File: config.mk
export PLATFORM = sky130hd
export DESIGN_NAME = dict_search_ctrl
export DESIGN_NICKNAME = d
export VERILOG_FILES = /design/src/rtl/dict_search_ctrl.sv
export SDC_FILE = /design/constraint.sdc
export NUM_CORES = 1
export LEC_CHECK = 0
export ABC_AREA = 1
export CORE_MARGIN = 2
export CORE_UTILIZATION = 55
export CTS_CLUSTER_DIAMETER = 40
export DETAILED_ROUTE_END_ITERATION = 12
export PLACE_DENSITY = 0.76
export SETUP_SLACK_MARGIN = 0.4
export SYNTH_ARGS = -nofsm -noshare
export SYNTH_HDL_FRONTEND = slang
export SYNTH_SLANG_ARGS = --single-unit
File: constraint.sdc
create_clock -name i_clk -period 3.5 [get_ports i_clk]
set_input_delay 1.05 -clock i_clk [delete_from_list [all_inputs] [get_ports i_clk]]
set_output_delay 1.05 -clock i_clk [all_outputs]
set_load 0.05 [all_outputs]
File: src/rtl/dict_search_ctrl.sv
// Forth dictionary controller: appends names on DEFINE and searches newest-to-oldest
// on FIND with one time-multiplexed key comparator, so the latest definition shadows older ones.
module dict_search_ctrl #(
  parameter int ENTRIES    = 8,
  parameter int KEY_WIDTH  = 8,
  parameter int KEY_LENGTH = 4
) (
  input  logic                                i_clk,
  input  logic                                i_reset,
  input  logic                                i_valid,
  output logic                                o_ready,
  input  logic                                i_op,
  input  logic [KEY_WIDTH*KEY_LENGTH-1:0]     i_key,
  output logic                                o_done,
  output logic                                o_found,
  output logic [$clog2(ENTRIES)-1:0]          o_index,
  output logic [$clog2(ENTRIES):0]            o_count,
  output logic                                o_full
);

  localparam int INDEX_BITS = $clog2(ENTRIES);
  localparam int KW         = KEY_WIDTH * KEY_LENGTH;
  localparam logic [INDEX_BITS:0] FULL_COUNT = ENTRIES[INDEX_BITS:0];
  localparam logic [INDEX_BITS:0] LAST_COUNT = FULL_COUNT - {{INDEX_BITS{1'b0}}, 1'b1};

  typedef enum logic [1:0] {S_IDLE, S_SCAN, S_WRITE, S_DONE} state_t;

  state_t                  r_state;
  logic [KW-1:0]           r_entry [ENTRIES];
  logic [KW-1:0]           r_key;
  logic                    r_op;
  logic [INDEX_BITS-1:0]   r_ptr;
  logic [INDEX_BITS:0]     r_count;
  logic                    r_full;
  logic                    r_ready;
  logic                    r_done;
  logic                    r_found;
  logic [INDEX_BITS-1:0]   r_index;
  logic                    w_match;
  logic                    w_room;

  assign w_room = (r_count < FULL_COUNT);

  // Character-wise equality of the slot under the pointer against the latched key.
  always_comb begin
    w_match = 1'b1;
    for (int c = 0; c < KEY_LENGTH; c++) begin
      w_match = w_match &
                (r_entry[r_ptr][c*KEY_WIDTH +: KEY_WIDTH] == r_key[c*KEY_WIDTH +: KEY_WIDTH]);
    end
  end

  // Name storage: deliberately not reset, slots at or above the count are never compared.
  always_ff @(posedge i_clk) begin
    if (!i_reset && (r_state == S_WRITE) && w_room) begin
      r_entry[r_count[INDEX_BITS-1:0]] <= r_key;
    end
  end

  // Command FSM with registered handshake and result outputs.
  always_ff @(posedge i_clk) begin
    if (i_reset) begin
      r_state <= S_IDLE;
      r_key   <= {KW{1'b0}};
      r_op    <= 1'b0;
      r_ptr   <= {INDEX_BITS{1'b0}};
      r_count <= {(INDEX_BITS+1){1'b0}};
      r_full  <= 1'b0;
      r_ready <= 1'b1;
      r_done  <= 1'b0;
      r_found <= 1'b0;
      r_index <= {INDEX_BITS{1'b0}};
    end else begin
      r_done <= 1'b0;
      case (r_state)
        S_IDLE: begin
          if (i_valid && r_ready) begin
            r_key   <= i_key;
            r_op    <= i_op;
            r_ready <= 1'b0;
            if (i_op) begin
              r_state <= S_WRITE;
            end else if (r_count != {(INDEX_BITS+1){1'b0}}) begin
              r_ptr   <= INDEX_BITS'(r_count - {{INDEX_BITS{1'b0}}, 1'b1});
              r_state <= S_SCAN;
            end else begin
              r_found <= 1'b0;
              r_index <= {INDEX_BITS{1'b0}};
              r_done  <= 1'b1;
              r_state <= S_DONE;
            end
          end
        end
        S_SCAN: begin
          if (w_match) begin
            r_found <= 1'b1;
            r_index <= r_ptr;
            r_done  <= 1'b1;
            r_state <= S_DONE;
          end else if (r_ptr == {INDEX_BITS{1'b0}}) begin
            r_found <= 1'b0;
            r_index <= {INDEX_BITS{1'b0}};
            r_done  <= 1'b1;
            r_state <= S_DONE;
          end else begin
            r_ptr <= r_ptr - {{(INDEX_BITS-1){1'b0}}, 1'b1};
          end
        end
        S_WRITE: begin
          if (w_room) begin
            r_found <= 1'b1;
            r_index <= r_count[INDEX_BITS-1:0];
            r_count <= r_count + {{INDEX_BITS{1'b0}}, 1'b1};
            r_full  <= (r_count == LAST_COUNT);
          end else begin
            r_found <= 1'b0;
            r_index <= {INDEX_BITS{1'b0}};
          end
          r_done  <= 1'b1;
          r_state <= S_DONE;
        end
        S_DONE: begin
          r_ready <= 1'b1;
          r_state <= S_IDLE;
        end
        default: begin
          r_ready <= 1'b1;
          r_state <= S_IDLE;
        end
      endcase
    end
  end

  assign o_ready = r_ready;
  assign o_done  = r_done;
  assign o_found = r_found;
  assign o_index = r_index;
  assign o_count = r_count;
  assign o_full  = r_full;

endmodule

---- Word level (Yosys, flattened, before mapping) ----
Memory sizes are Yosys's and may differ from the RTL's. A register that Yosys moved wholly into a read port is not among the register bits.
Cells that the tools add are included.
word-level totals
  latch bits .............................. 0
  ROM bits ................................ 0
  flip-flop bits (word level) ............. 48
  bits in writable memories ............... 256
  output and inout port bits .............. 11
  memories ................................ 1
  logic and storage cells ................. 86
cells by class
  eq/ne operators ......................... 15
  div/mod/pow operators ................... 0
  $mul .................................... 0
  add/subtract/negate cells ............... 3
  reductions and logical operators ........ 16
  order comparisons ....................... 1
  shift operators ......................... 0
  multiplexer cells ....................... 38
  bitwise logic cells ..................... 3
memory list
  name     words  width  read ports  clocked after Yosys merged registers in  write ports  line  RTL
  r_entry  8      32     1           1                                        1            29    logic [KW-1:0] r_entry [ENTRIES];
operator list
  kind                 count
  $mux 3               13
  $eq 8x8->1           4
  $mux 1               14
  $ne 2x2->1 const B   6
  $mux 2               5
  $pmux 3 s3           1
  $pmux 2 s4           1
  $reduce_and 2->1     4
  $pmux 1 s3           2
  $pmux 3 s2           1
  $reduce_and 6->1     1
  $sub 3x1->3 const B  2
  $reduce_and 5->1     1
  $add 4x1->4 const B  1
  $eq 2x2->1 const B   2
  $eq 4x3->1 const B   1
  $lt 4x4->1 const B   1
  $reduce_bool 2->1    2
  $reduce_bool 4->1    1
  $and 1x1->1          3
  $logic_and 1x1->1    3
  $logic_not 3->1      1
  $ne 3x3->1 const B   1
  $reduce_bool 3->1    1
  4 further kinds      4

---- Longest topological paths before layout ----
  depth in word-level cells ............... 8
  depth in mapped cells ................... 20
  gate-level depth less buffers ........... 19

---- Worst setup path before layout ----
OpenSTA, ideal clock, no wires.
  path type ............................... input to register
  start point ............................. input port i_reset
  end point ............................... memory r_entry[0][0] in the netlist's numbering, enable pin
  stages on the path ...................... 5
  arrival time ............................ 3.104 ns
  setup time .............................. 0.421 ns
  path slack .............................. -0.025 ns
  cell sequence ........................... clkbuf_1 > inv_1 > clkbuf_1 > nand3_1 > nor2_1
on the way
  cells in the longest elaborated chain, start to end .. 5
RTL lines
  item                             line  RTL
  start, declared                  9     input logic i_reset,
  $logic_not 1->1                  55    if (!i_reset && (r_state == S_WRITE) && w_room) begin
  $logic_and 1x1->1 (2 in series)  55
  $mux 1                           55
  $mux 1 (not written as such)     56    r_entry[r_count[INDEX_BITS-1:0]] <= r_key;
  end, declared                    29
No other way between the ends.

---- Worst setup path after layout ----
  start point ............................. register r_count[1] (netlist: o_count[1])
  end point ............................... output port o_count[1]
RTL lines
  item                    line  RTL
  start, declared         33    logic [INDEX_BITS:0] r_count;
  start signal, assigned  67    r_count <= {(INDEX_BITS+1){1'b0}};
  start signal, assigned  113   r_count <= r_count + {{INDEX_BITS{1'b0}}, 1'b1};
  end, declared           17    output logic [$clog2(ENTRIES):0] o_count,
No word-level cell between the ends.

==> key figures <==
Placement
  • RePlAce Congestion: 0.808
  • Port Buf Inserts: 46
  • Hpwl dp: 16.1 mm

Clocking
  • CTS tree: yes
  • Clk buf depth: 3
  • # resized after CTS: 0
  • Clock slew at reported path FFs: 50 ps
  • CTS sink count: 307
  • Clk root buf: clkbuf_16
  • Htree depth: 2
  • Clock latency on the worst-skew pair: 530 ps
  • Total CTS buffers: 40

Yosys
  • Largest family of logic cells by synthesized area: simple AND/OR/NAND/NOR gates
  • #FFs+latches synth: 307
  • Syn_nets: 1398
  • Multiplexer area fraction after synthesis: 0
  • Area share of and/or/nand/nor cells after synthesis: 0.215
  • Post-Synth Adder-Cell Area: 0.00759
  • Post-Syn Area: 0.0132 sq mm
  • Syn Inst Count: 1354
  • Yosys cell types: 27
  • Ys Warns: 0
  • Compound-gate portion of the synthesized area: 0.0413
  • Sequential area share after synthesis: 0.660
  • Mapped Avg Cell Area: 9.74 sq um
  • Post-synthesis xor/xnor area fraction: 0.000664

Timing
  • Setup TNS: 0 ps
  • Final period util: 0.818
  • Final hold vios: 0
  • F_max: 349 MHz
  • Min Tclk post-route: 2860 ps
  • Relative slew slack: 0.654
  • Final count of pins violating max slew: 0
  • RSZ-0062 raised after global routing: no
  • Final setup fails: 0
  • Worst-Margin Slew: 519 ps
  • Layout Skew: 15.6 ps

Setup path
  • Setup CP Type: flop to output pin
  • Critical path's top delay family: buffers and inverters
  • Crit path max fanout: 6
  • CP arrival: 1810 ps
  • Startpoint types: flop
  • Crit path cell chain: clkdlybuf4s50_1
  • Crit path capture type: output pin
  • CP Buf/Inv Count: 1
  • CP max stage cell: clkdlybuf4s50_1
  • Data required time at the worst endpoint: 2450 ps
  • CP max stage delay: 850 ps

Layout
  • FF/Latch Area: 0.00871 sq mm
  • FILL cells: 1745
  • Nets: 1451
  • Most frequent cells in the layout: nand2_1, edfxtp_1, nand3_1, inv_1, nor2_1
  • Area of the multi-input gates: 0.00355 sq mm
  • Ant diodes: 0
  • Layout cells sized above 1: 0.0751
  • Commonest non-fill, non-tap cell in the layout: nand2_1
  • Area growth, synth to finish: 17.8%

Floorplan
  • Num rows: 56
  • Chip Height: 159 um
  • Chip width: 159 um
  • Die area: 0.0252 sq mm
  • Initial core utilization: 0.560
  • Num ports: 47
  • Core Region: 0.0235 sq mm

Global routing
  • Vias in the first global route: 9061
  • Gr usage total: 0.231
  • Largest net degree at the start of global routing: 66
  • Total gr overflow: 0
  • First-pass GRT wire length: 46.3 mm
  • Initial antenna violation count: 0

Pwr
  • Tot Pwr: 0.0122 W
  • Sequential share of power: 0.397
  • Clock power share: 0.336
  • Leak Pwr: 6.35 nW
  • Switching power total: 0.00416 W
  • Combinational share of power: 0.267
  • Worst VDD drop: 0.000681 V
  • Cell Pwr Density: 788 mW/mm^2
  • Cell Int Power: 0.00809 W
  • Net switching share of the total power: 0.340

Routing
  • Vias per cell: 5.28
  • DRC violations left: 0
  • Post-DRT Antenna Nets: 0
  • First DRT Iteration DRCs: 773
  • Total Wirelength: 29.2 mm
  • Via count: 9286
  • Avg WL per Cell: 16.6 um
  • Drt first pass iters: 5

Job
  • Max-cap violation count: 0

Min path
  • HP Class: flop to flop

Run status
  • Status: completed
-- layer usage --
metal,part of all wire,global-route usage,wire (um),up-vias
met5,0,0,0,-
met4,0.027,0.0901,774,0
met3,0.069,0.0408,2010,62
met2,0.48,0.380,14100,334
met1,0.42,0.309,12300,4336
li1,-,-,-,4554
-- power groups by stage --
stage          clock (W)  sequential, W  combinational, W
5_1_grt          0.00429        0.00491           0.00365
6_report         0.00412        0.00486           0.00326
2_1_floorplan          0        0.00484           0.00231
4_1_cts          0.00416        0.00487           0.00324
3_3_place_gp           0        0.00491           0.00314
3_5_place_dp           0        0.00493           0.00321
-- final timing paths --
path / startpoint / endpoint / slack (ps) / cells after the start
max reg2reg: flop / o_index[1] / 680 / 18
min: o_index[2] / o_index[2] / 470 / 2
min reg2reg: o_index[2] / o_index[2] / 470 / 2
max: o_count[1] / o_count[1] / 640 / 1
-- cell type report --
| type | instances | area share |
|---|---|---|
| sequential | 307 | 0.561 |
| timing repair buffer | 71 | 0.0522 |
| tap | 319 | 0.0257 |
| inverter | 186 | 0.0450 |
| multi-input combinational | 801 | 0.228 |
| clock inverter | 26 | 0.0188 |
| clock buffer | 48 | 0.0690 |
-- kinds of logic (layout without fill, tap and decap cells) --
family | count (synthesis) | count (layout)
flops | 307 | 307
simple gates | 687 | 687
xor+xnor | 1 | 1
compound gates | 105 | 105
buf+inv | 246 | 331
fa+ha+maj | 8 | 8
-- flip-flops by register name, summed over array words and instances, names as in the netlist, 2 cells and up, named ones only --
register,flops
r_ptr,3
r_state,2
o_index,3
r_entry,256
r_key,32
o_count,4
-- cell usage after synthesis (all sizes together) --
cell type | number | share of area
nand2 | 415 | 0.12
nand3 | 186 | 0.071
nand4 | 2 | 0.00095
buf | 37 | 0.016
edfxtp | 256 | 0.58
xnor2 | 1 | 0.00066
ha | 8 | 0.0076
a211oi | 1 | 0.00057
a221o | 1 | 0.00076
inv | 186 | 0.053
nor2 | 79 | 0.023
clkbuf | 23 | 0.0065
nor4 | 1 | 0.00047
a31oi | 1 | 0.00047
dfxtp | 51 | 0.077
o21bai | 1 | 0.00057
o22ai | 3 | 0.0014
nor3 | 4 | 0.0015
o21ai | 52 | 0.020
a32oi | 1 | 0.00066
a21oi | 45 | 0.017
-- through the flow --
step	area [sq um]	setup WS, ps	hold WS (ps)	util	cells
final	15500	637	465	0.660	1758
after global routing	15500	466	489	0.660	1758
after CTS	15500	620	468	0.660	1757
after detailed placement	14200	429	459	0.602	1683
after global placement	14200	452	456	0.602	1683
after floorplan	13200	-25.5	512	-	1354
-- worst register-to-register path: stages (launching register included) --
cell	delay (ps)
dfxtp_2	380
inv_2	220
buf_12	290
nor2_1	90
o21ai_0	80
nand3_1	130
nand2_1	110
nand2_1	50
nand2_1	50
nand2_1	70
nor2_1	270
nand2_1	110
nor2_2	190
nand2_1	140
nand2_2	100
nand2_2	80
nor2_2	150
nand2_1	80
a21oi_1	130
-- timing repair --
item	CTS	global route
hold buffers	0	0
setup buffers	0	1
setup endpoints to repair	0	3
Note: power is estimated with default switching activity, not from simulation.
